===== config.mk =====
export PLATFORM = sky130hd
export DESIGN_NAME = adxl345_ctrl
export DESIGN_NICKNAME = d
export VERILOG_FILES = /design/src/rtl/adxl345_pkg.sv /design/src/rtl/ctrl_xfer_handshake.sv /design/src/rtl/adxl345_ctrl.sv
export SDC_FILE = /design/constraint.sdc
export NUM_CORES = 1
export LEC_CHECK = 0
export CAP_MARGIN = 20
export CORE_ASPECT_RATIO = 0.8
export CORE_MARGIN = 10
export CORE_UTILIZATION = 60
export CTS_CLUSTER_SIZE = 12
export DETAILED_ROUTE_END_ITERATION = 7
export PLACE_DENSITY_LB_ADDON = 0.15
export SLEW_MARGIN = 40
export SYNTH_ARGS = -nofsm -noshare
export SYNTH_HDL_FRONTEND = slang
export SYNTH_SLANG_ARGS = --single-unit

===== constraint.sdc =====
create_clock -name i_clk -period 3.4 [get_ports i_clk]
set_clock_uncertainty 0.1 [all_clocks]
set_input_delay 0.68 -clock i_clk [delete_from_list [all_inputs] [get_ports i_clk]]
set_output_delay 0.68 -clock i_clk [all_outputs]
set_load 0.05 [all_outputs]

===== src/rtl/adxl345_pkg.sv =====
// Shared constants and state encodings for the ADXL345 sequencer.
// Register map, expected DEVID and burst length.
package adxl345_pkg;

    localparam logic [5:0] REG_DEVID       = 6'h00;
    localparam logic [5:0] REG_BW_RATE     = 6'h2C;
    localparam logic [5:0] REG_POWER_CTL   = 6'h2D;
    localparam logic [5:0] REG_DATA_FORMAT = 6'h31;
    localparam logic [5:0] REG_DATAX0      = 6'h32;

    localparam logic [7:0] DEVID_VAL = 8'hE5;
    localparam int unsigned BURST_LEN = 6;

    typedef enum logic [2:0] {
        ST_PWRUP,
        ST_ID,
        ST_CFG,
        ST_IDLE,
        ST_RD,
        ST_PUBLISH,
        ST_ERR
    } state_e;

    typedef enum logic [1:0] {
        HS_REQ,
        HS_WAIT_LO,
        HS_WAIT_HI
    } hs_e;

endpackage


===== src/rtl/ctrl_xfer_handshake.sv =====
// One SPI transaction: start pulse, busy-then-ready tracking, timeout.
// Shared by the DEVID read, config writes and the burst read.
module ctrl_xfer_handshake #(
    parameter int unsigned TIMEOUT_CLKS = 4096
) (
    input  logic clk_i,
    input  logic rst_ni,
    input  logic req_i,
    input  logic spi_ready_i,
    output logic start_o,
    output logic busy_o,
    output logic done_o,
    output logic timeout_o
);
    import adxl345_pkg::*;

    hs_e         ph_q, ph_d;
    logic [31:0] tmo_q, tmo_d;

    always_ff @(posedge clk_i or negedge rst_ni) begin
        if (!rst_ni) begin
            ph_q  <= HS_REQ;
            tmo_q <= '0;
        end else begin
            ph_q  <= ph_d;
            tmo_q <= tmo_d;
        end
    end

    always_comb begin
        ph_d  = ph_q;
        tmo_d = tmo_q;
        unique case (ph_q)
            HS_REQ: begin
                if (req_i && spi_ready_i) begin
                    ph_d  = HS_WAIT_LO;
                    tmo_d = 32'd1;
                end
            end
            HS_WAIT_LO: if (!spi_ready_i) ph_d = HS_WAIT_HI;
            HS_WAIT_HI: if (spi_ready_i) ph_d = HS_REQ;
            default:    ph_d = HS_REQ;
        endcase
        // tmo_q counts clocks since the start pulse
        if (ph_q != HS_REQ) begin
            if (tmo_q >= TIMEOUT_CLKS) ph_d = HS_REQ;
            else tmo_d = tmo_q + 32'd1;
        end
    end

    always_comb begin
        start_o   = (ph_q == HS_REQ) && req_i && spi_ready_i;
        busy_o    = (ph_q != HS_REQ);
        timeout_o = busy_o && (tmo_q >= TIMEOUT_CLKS);
        done_o    = (ph_q == HS_WAIT_HI) && spi_ready_i && !timeout_o;
    end

endmodule


===== src/rtl/adxl345_ctrl.sv =====
// ADXL345 sequencer: DEVID check, config writes, periodic XYZ burst read.
// Publishes signed 16-bit samples with a one-cycle valid pulse.
module adxl345_ctrl #(
    parameter int unsigned SAMPLE_PERIOD_CLKS = 120000,
    parameter int unsigned PWRUP_DELAY_CLKS   = 24000,
    parameter int unsigned RETRY_DELAY_CLKS   = 120000,
    parameter int unsigned TIMEOUT_CLKS       = 4096,
    parameter logic [7:0]  BW_RATE_VAL        = 8'h0A,
    parameter logic [7:0]  DATA_FORMAT_VAL    = 8'h08,
    parameter logic [7:0]  POWER_CTL_VAL      = 8'h08
) (
    input  logic        i_clk,
    input  logic        i_rst_n,
    input  logic        i_enable,
    output logic        o_spi_start,
    output logic        o_spi_rw_n,
    output logic        o_spi_multibyte_rd,
    output logic [5:0]  o_spi_addr,
    output logic [7:0]  o_spi_datain,
    input  logic        i_spi_ready,
    input  logic        i_spi_dataval,
    input  logic [7:0]  i_spi_dataout,
    output logic [15:0] o_x,
    output logic [15:0] o_y,
    output logic [15:0] o_z,
    output logic        o_sample_valid,
    output logic        o_init_done,
    output logic        o_id_error,
    output logic        o_xfer_error
);
    import adxl345_pkg::*;

    localparam logic [2:0] BurstIdx  = 3'(BURST_LEN);
    localparam logic [7:0] BurstByte = 8'(BURST_LEN);

    state_e         state_q, state_d;
    logic [31:0]    dly_q, dly_d;
    logic [31:0]    per_q;
    logic [1:0]     cfg_q;
    logic [7:0]     id_q;
    logic [2:0]     idx_q;
    logic [5:0][7:0] buf_q;
    logic [15:0]    x_q, y_q, z_q;
    logic           valid_q, init_q, iderr_q, xerr_q;

    logic           hs_req, hs_start, hs_busy, hs_done, hs_tmo;
    logic           cfg_last;

    ctrl_xfer_handshake #(
        .TIMEOUT_CLKS(TIMEOUT_CLKS)
    ) u_hs (
        .clk_i      (i_clk),
        .rst_ni     (i_rst_n),
        .req_i      (hs_req),
        .spi_ready_i(i_spi_ready),
        .start_o    (hs_start),
        .busy_o     (hs_busy),
        .done_o     (hs_done),
        .timeout_o  (hs_tmo)
    );

    assign cfg_last = (state_q == ST_CFG) && hs_done && (cfg_q == 2'd2);

    always_ff @(posedge i_clk or negedge i_rst_n) begin
        if (!i_rst_n) begin
            state_q <= ST_PWRUP;
            dly_q   <= '0;
        end else begin
            state_q <= state_d;
            dly_q   <= dly_d;
        end
    end

    always_comb begin
        state_d = state_q;
        unique case (state_q)
            ST_PWRUP: if (dly_q >= PWRUP_DELAY_CLKS - 1) state_d = ST_ID;
            ST_ID: begin
                if (hs_tmo) state_d = ST_ERR;
                else if (hs_done)
                    state_d = (id_q == DEVID_VAL) ? ST_CFG : ST_ERR;
            end
            ST_CFG: begin
                if (hs_tmo) state_d = ST_ERR;
                else if (cfg_last) state_d = ST_IDLE;
            end
            ST_IDLE: begin
                if (i_enable && per_q >= SAMPLE_PERIOD_CLKS - 1)
                    state_d = ST_RD;
            end
            ST_RD: begin
                if (hs_tmo) state_d = ST_ERR;
                else if (hs_done) state_d = ST_PUBLISH;
            end
            ST_PUBLISH: state_d = ST_IDLE;
            ST_ERR: if (dly_q >= RETRY_DELAY_CLKS - 1) state_d = ST_ID;
            default: state_d = ST_PWRUP;
        endcase
        dly_d = '0;
        if ((state_q == ST_PWRUP || state_q == ST_ERR) && state_d == state_q)
            dly_d = dly_q + 32'd1;
    end

    always_comb begin
        hs_req             = 1'b0;
        o_spi_rw_n         = 1'b0;
        o_spi_multibyte_rd = 1'b0;
        o_spi_addr         = '0;
        o_spi_datain       = '0;
        unique case (state_q)
            ST_ID: begin
                hs_req     = 1'b1;
                o_spi_rw_n = 1'b1;
                o_spi_addr = REG_DEVID;
            end
            ST_CFG: begin
                hs_req = 1'b1;
                unique case (cfg_q)
                    2'd0: begin
                        o_spi_addr   = REG_BW_RATE;
                        o_spi_datain = BW_RATE_VAL;
                    end
                    2'd1: begin
                        o_spi_addr   = REG_DATA_FORMAT;
                        o_spi_datain = DATA_FORMAT_VAL;
                    end
                    default: begin
                        o_spi_addr   = REG_POWER_CTL;
                        o_spi_datain = POWER_CTL_VAL;
                    end
                endcase
            end
            ST_RD: begin
                hs_req             = 1'b1;
                o_spi_rw_n         = 1'b1;
                o_spi_multibyte_rd = 1'b1;
                o_spi_addr         = REG_DATAX0;
                o_spi_datain       = BurstByte;
            end
            default: hs_req = 1'b0;
        endcase
    end

    always_ff @(posedge i_clk or negedge i_rst_n) begin
        if (!i_rst_n) begin
            cfg_q   <= '0;
            id_q    <= '0;
            iderr_q <= 1'b0;
            init_q  <= 1'b0;
            per_q   <= '0;
            idx_q   <= '0;
            buf_q   <= '0;
            x_q     <= '0;
            y_q     <= '0;
            z_q     <= '0;
            valid_q <= 1'b0;
            xerr_q  <= 1'b0;
        end else begin
            if (state_q == ST_ID) cfg_q <= '0;
            else if (state_q == ST_CFG && hs_done) cfg_q <= cfg_q + 2'd1;

            if (state_q == ST_ID && hs_busy && i_spi_dataval)
                id_q <= i_spi_dataout;
            if (state_q == ST_ID && hs_done)
                iderr_q <= (id_q != DEVID_VAL);

            if (cfg_last) init_q <= 1'b1;
            else if (state_q == ST_ERR) init_q <= 1'b0;

            // Saturated after config so the first read launches at once
            if (state_q == ST_RD && hs_start) per_q <= 32'd1;
            else if (cfg_last) per_q <= SAMPLE_PERIOD_CLKS;
            else if (per_q < SAMPLE_PERIOD_CLKS) per_q <= per_q + 32'd1;

            if (state_q == ST_RD && hs_start) begin
                idx_q <= '0;
            end else if (state_q == ST_RD && hs_busy && i_spi_dataval
                         && idx_q < BurstIdx) begin
                buf_q[idx_q] <= i_spi_dataout;
                idx_q        <= idx_q + 3'd1;
            end

            valid_q <= 1'b0;
            xerr_q  <= hs_tmo;
            if (state_q == ST_PUBLISH) begin
                if (idx_q == BurstIdx) begin
                    x_q     <= {buf_q[1], buf_q[0]};
                    y_q     <= {buf_q[3], buf_q[2]};
                    z_q     <= {buf_q[5], buf_q[4]};
                    valid_q <= 1'b1;
                end else begin
                    xerr_q  <= 1'b1;
                end
            end
        end
    end

    assign o_spi_start    = hs_start;
    assign o_x            = x_q;
    assign o_y            = y_q;
    assign o_z            = z_q;
    assign o_sample_valid = valid_q;
    assign o_init_done    = init_q;
    assign o_id_error     = iderr_q;
    assign o_xfer_error   = xerr_q;

endmodule


# Word-level counts from Yosys, hierarchy flattened
# Index checks and enable logic that the tools add are counted.
# totals
ff_bits,214
out_inout_bits,69
# classes
n_addsub,5
magnitude_cmp,8
n_eq_ne,14
muxes,45
bitwise,1
n_reduce_logical,32
# op_table
operator,n
2-to-1 mux 32 bit,8
"adder 32 x 1 -> 32 bit, second input constant",3
">= comparator 32 x 17 -> 1 bit, second input constant",2
bitwise mux 48 bit,1
2-to-1 mux 3 bit,12
">= comparator 32 x 13 -> 1 bit, second input constant",1
">= comparator 32 x 15 -> 1 bit, second input constant",1
"< comparator 32 x 17 -> 1 bit, second input constant",1
demux 8 bit (select 3 bit),1
one-hot mux 3 bit (7 select lines),1
logical AND 1 bit,18
2-to-1 mux 2 bit,8
"== test 3 bit, second input constant",4
one-hot mux 6 bit (2 select lines),1
one-hot mux 5 bit (2 select lines),1
2-to-1 mux 1 bit,9
"== test 8 bit, second input constant",1
2-to-1 mux 8 bit,1
"inequality test 8 bit, second input constant",1
one-hot mux 4 bit (2 select lines),1
nonzero test 2 bit,4
"== test 3 x 2 -> 1 bit, second input constant",2
one-hot mux 2 bit (3 select lines),1
"== test 2 x 1 -> 1 bit, second input constant",2
other kinds (17),20

# Depth between registers and ports, before layout
# depth
ltp_word,12
depth_mapped,10

# Modules after synthesis
# Synthesis repeated with hierarchy kept, for this count alone.
# unflattened
hier_cells,849
hier_area_um2,9311.4
# by_module_without_submodules
mod,instances,cells_each,area_each_um2,seq_area_each_um2
adxl345_ctrl,1,713,7790.0,4504.3
ctrl_xfer_handshake,1,136,1521.5,850.8

# Worst setup path before layout
# Ideal clock, no wire load.
# synth_path
path_kind,register to output
startpoint,register state_q[1]
endpoint,output o_spi_start
arrival_ns,2.002
t_required_ns,2.620
slack_ns,0.618
path_stages_with_launch,8
path_buffers,1
path_cell_list,dfrtp_1 > inv_2 > or3_4 > clkinv_2 > o21ba_4 > or3_1 > buf_2 > inv_4
# synth_via
elab_chain_len,5
elab_cells_between_ends,7
classes_between,eq/ne: 3; mux: 1; reduce/logical: 3
# synth_lines
element,line_no,text
from (decl),adxl345_ctrl.sv:36,"state_e state_q, state_d;"
from (signal assigned),adxl345_ctrl.sv:69,state_q <= state_d;
"== test 3 x 2 -> 1 bit, or another cell as far along",adxl345_ctrl.sv:110,unique case (state_q)
OR reduction 3 bit (no source line) (*),--,
2-to-1 mux 1 bit (*),adxl345_ctrl.sv:110,
logical AND 1 bit (*) (2 in series),ctrl_xfer_handshake.sv:52,start_o = (ph_q == HS_REQ) && req_i && spi_ready_i;
to (decl),adxl345_ctrl.sv:15,"output logic o_spi_start,"
# Mark *: on every way between the ends. The rest lies on a longest branch, timed or not.

# Worst setup path after layout
# layout_path
startpoint,register state_q[2]
endpoint,output o_spi_start
# Same word-level chain as after synthesis.

==> run_results.csv <==
group,metric,value,unit
floorplan,ios,82,
critical_path,ff2ff_path_depth,6,
final_layout,final_area,10800,um^2
logic_synthesis,ys.flop_type,"dfrtp_1",
pwr,cellPowerDensity,641,nW/um^2
logic_synthesis,yosys-top-cells-area,"dfrtp_1 (58%), mux2_2 (13%), xnor2_1 (2.5%)",
timing,period_needed,3.25,ns
critical_path,cp-end-kind,"output port",
timing,setup-violations-final,0,
floorplan,initial_core_util,0.612,
pwr,vdd_drop_max,0.000431,V
pwr,swShare,0.318,
logic_synthesis,yosys_warnings,0,
place,dp_hpwl,13200,um
timing,finalCritPeriodShare,0.955,
timing,worst_pin_slew,0.817,ns
status,status,"finished clean",
drt,drt_iter0_drc,386,
critical_path,regToRegStartpoint,"state_q[2]",
clocking,clock_tree.buffer_depth,3,
flow_run,cap_violations,0,
pwr,power.share.clock,0.328,
critical_path,worstPathMaxFanout,15,
grt,overflow,0,
logic_synthesis,synth_area,9160,um^2
logic_synthesis,postSynthCellCount,728,
final_layout,fin_cells,1021,
grt,grt_usage,0.193,
timing,rsz0062_at_grt,"false",
floorplan,die_area,20600,um^2
floorplan,chipHeight,130,um
critical_path,critical_path_class,"flip-flop to output port",
pwr,p_switching,2.21,mW
floorplan,dieWidth,158,um
grt,grt_pass1_wl,32200,um
critical_path,r2r_slack,0.53,ns
floorplan,num_rows,40,
pwr,seq_power_share,0.445,
logic_synthesis,synth.top_cell.area_share,0.585,
final_layout,drive_gt1_frac,0.233,
timing,slew_headroom,0.455,
critical_path,crit_start,"state_q[2]",
drt,drt_wl_total,19700,um
pwr,intPower,4.73,mW
final_layout,area_growth,18.1,%
worst_hold_path,min-delay-path-class,"input port to async pin",
logic_synthesis,synth-async-reset-ratio,1.00,
drt,first_pass_iters,4,
critical_path,crit_arrival,2.47,ns
logic_synthesis,synth.distinct_cells,66,
pwr,power,6.94,mW
logic_synthesis,ys_seq_area_frac,0.585,
critical_path,r2r-end,"buf_q[23]",
drt,vias_per_cell,5.77,
drt,wl_per_cell,19.3,um
drt,num_vias,5890,
clocking,cts_sinks,214,
timing,hold_violations,0,
clocking,cts_buffers,22,
logic_synthesis,ys_ff_latch,214,
logic_synthesis,avgSynthCellArea,12.6,um^2
drt,detail-route-antenna-nets,0,
final_layout,diodes,0,
logic_synthesis,yosys.area.top_type,"dfrtp_1",
clocking,cts_tree,"done",
final_layout,final_core_util,0.723,
logic_synthesis,synth_edf_count,0,
timing,max_freq,308,MHz
critical_path,cp.required,2.62,ns
clocking,holdBufCountCts,0,
timing,drv_slew,0,
grt,antenna_found_initial,0,
pwr,leakage,5.01,nW
critical_path,critPathLaunchType,"flip-flop",
place,io_buffers,76,
clocking,cts_max_level,1,
place,dp_cells,990,
grt,grt_max_degree,69,
clocking,clk_pin_slew_worst_paths,0.06,ns
place,place_area,10200,um^2
final_layout,nets,849,
clocking,cts-root-buf,"clkbuf_16",
final_layout,fillCellCount,1015,
grt,grt_pass1_vias,6149,
timing,tns,0,ns
place,finalWeightedCongestion,0.909,
clocking,clk_latency,0.50,ns
floorplan,core-area,15000,um^2
pwr,p_comb_frac,0.227,
drt,drc,0,
==> state kept, by name (all words and copies together), names as in the netlist, 2 cells and up <==
register	count
o_x	16
o_y	16
state_q	3
buf_q	48
u_hs.ph_q	2
cfg_q	2
u_hs.tmo_q	32
idx_q	3
dly_q	32
o_z	16
id_q	8
per_q	32
==> area by class of cell <==
type,instances,area [um^2],area share
inverters,14,56.3,0.00520
multi-input cells,484,3620,0.335
flip-flops and latches,214,5360,0.495
clock inverters,1,30.0,0.00278
clock buffers,30,632,0.0584
repair buffers,89,885,0.0818
well taps,189,236,0.0219
==> cell usage after synthesis (3+ instances only) <==
library cell,count
nor2b_1,3
a21oi_1,14
or3_1,3
nand2_2,3
buf_1,4
o21a_1,3
and3_1,9
nor4_2,11
buf_4,8
nor2_1,44
mux2i_1,4
xor2_1,10
nand4_1,14
nor4_4,3
xnor2_1,26
buf_2,7
inv_1,11
o21ai_0,11
ha_1,11
and2_4,10
mux2_2,104
dfrtp_1,214
clkbuf_1,12
and2_1,23
nor3_1,12
nand2_1,49
nand3_1,25
nor4_1,31
==> power groups by stage <==
stage	clock (mW)	combinational (mW)	sequential, mW
after floorplan	0	1.26	3.04
after global placement	0	1.51	3.09
after detailed placement	0	1.57	3.11
after CTS	2.31	1.59	3.08
after global routing	2.42	1.72	3.12
final	2.28	1.57	3.09
==> metal layers <==
metal,vias up,GRT usage,share of wire
li1,2718,-,-
met1,3018,0.256,0.44
met2,128,0.320,0.50
met3,26,0.0418,0.049
met4,0,0.0451,0.018
met5,-,0,0
==> repair_timing <==
item / 4_1_cts / 5_1_grt
setup endpoints to repair: 0 / 1
setup buffers: 0 / 0
resized for setup: 0 / 1
==> how the worst max path moves through the flow <==
stage                          to  cells past startpoint  slack (ns)
floorplan             o_spi_start                      7        0.62
global placement         dly_q[7]                      6        0.44
detailed placement       dly_q[3]                      6        0.32
CTS                   o_spi_start                      7        0.07
global route        o_spi_addr[5]                      3        0.06
finish                o_spi_start                      6        0.15
==> cell usage in the layout (no fill, tap or decap), types with 3 or more instances in the layout <==
cell             netlist  final
nor4_2                11     11
clkdlybuf4s50_1        0     69
xnor2_1               26     26
nor2_1                44     43
clkbuf_16              0     23
clkbuf_8               0      4
nor4_4                 3      3
mux2i_1                4      4
xor2_1                10     10
nand2_2                3      3
nand2_1               49     49
and2_1                23     23
dfrtp_1              214    213
a21oi_1               14     14
o21ai_0               11     11
nor3_1                12     12
and2_4                10     10
or3_1                  3      3
conb_1                 1     20
nand3_1               25     25
nor4_1                31     31
inv_1                 11     11
and3_1                 9      9
ha_1                  11     11
buf_4                  8     16
mux2_2               104    104
nor2b_1                3      3
nand4_1               14     14
buf_12                 1      3
clkbuf_1              12      4
==> critical path, stage by stage (launching register included) <==
cell	delay (ns)
dfrtp_1	0.55
or3_4	0.42
clkinv_2	0.12
o21ba_4	0.18
or3_1	0.40
inv_4	0.14
buf_12	0.15
==> stage by stage <==
stage          hold WS [ns]  worst slack [ns]
2_1_floorplan         0.284             0.618
3_3_place_gp          0.361             0.441
3_5_place_dp          0.372             0.316
4_1_cts              0.0870            0.0737
5_1_grt              0.0962            0.0627
6_report             0.0628             0.154
==> kinds of logic after synthesis <==
family          synth area share
simple gates               0.166
flops                      0.585
mux                        0.132
compound gates            0.0384
buf+inv                   0.0283
xor+xnor                  0.0344
fa+ha+maj                 0.0150
other cells             0.000410
Note: power is estimated with default switching activity, not from simulation.
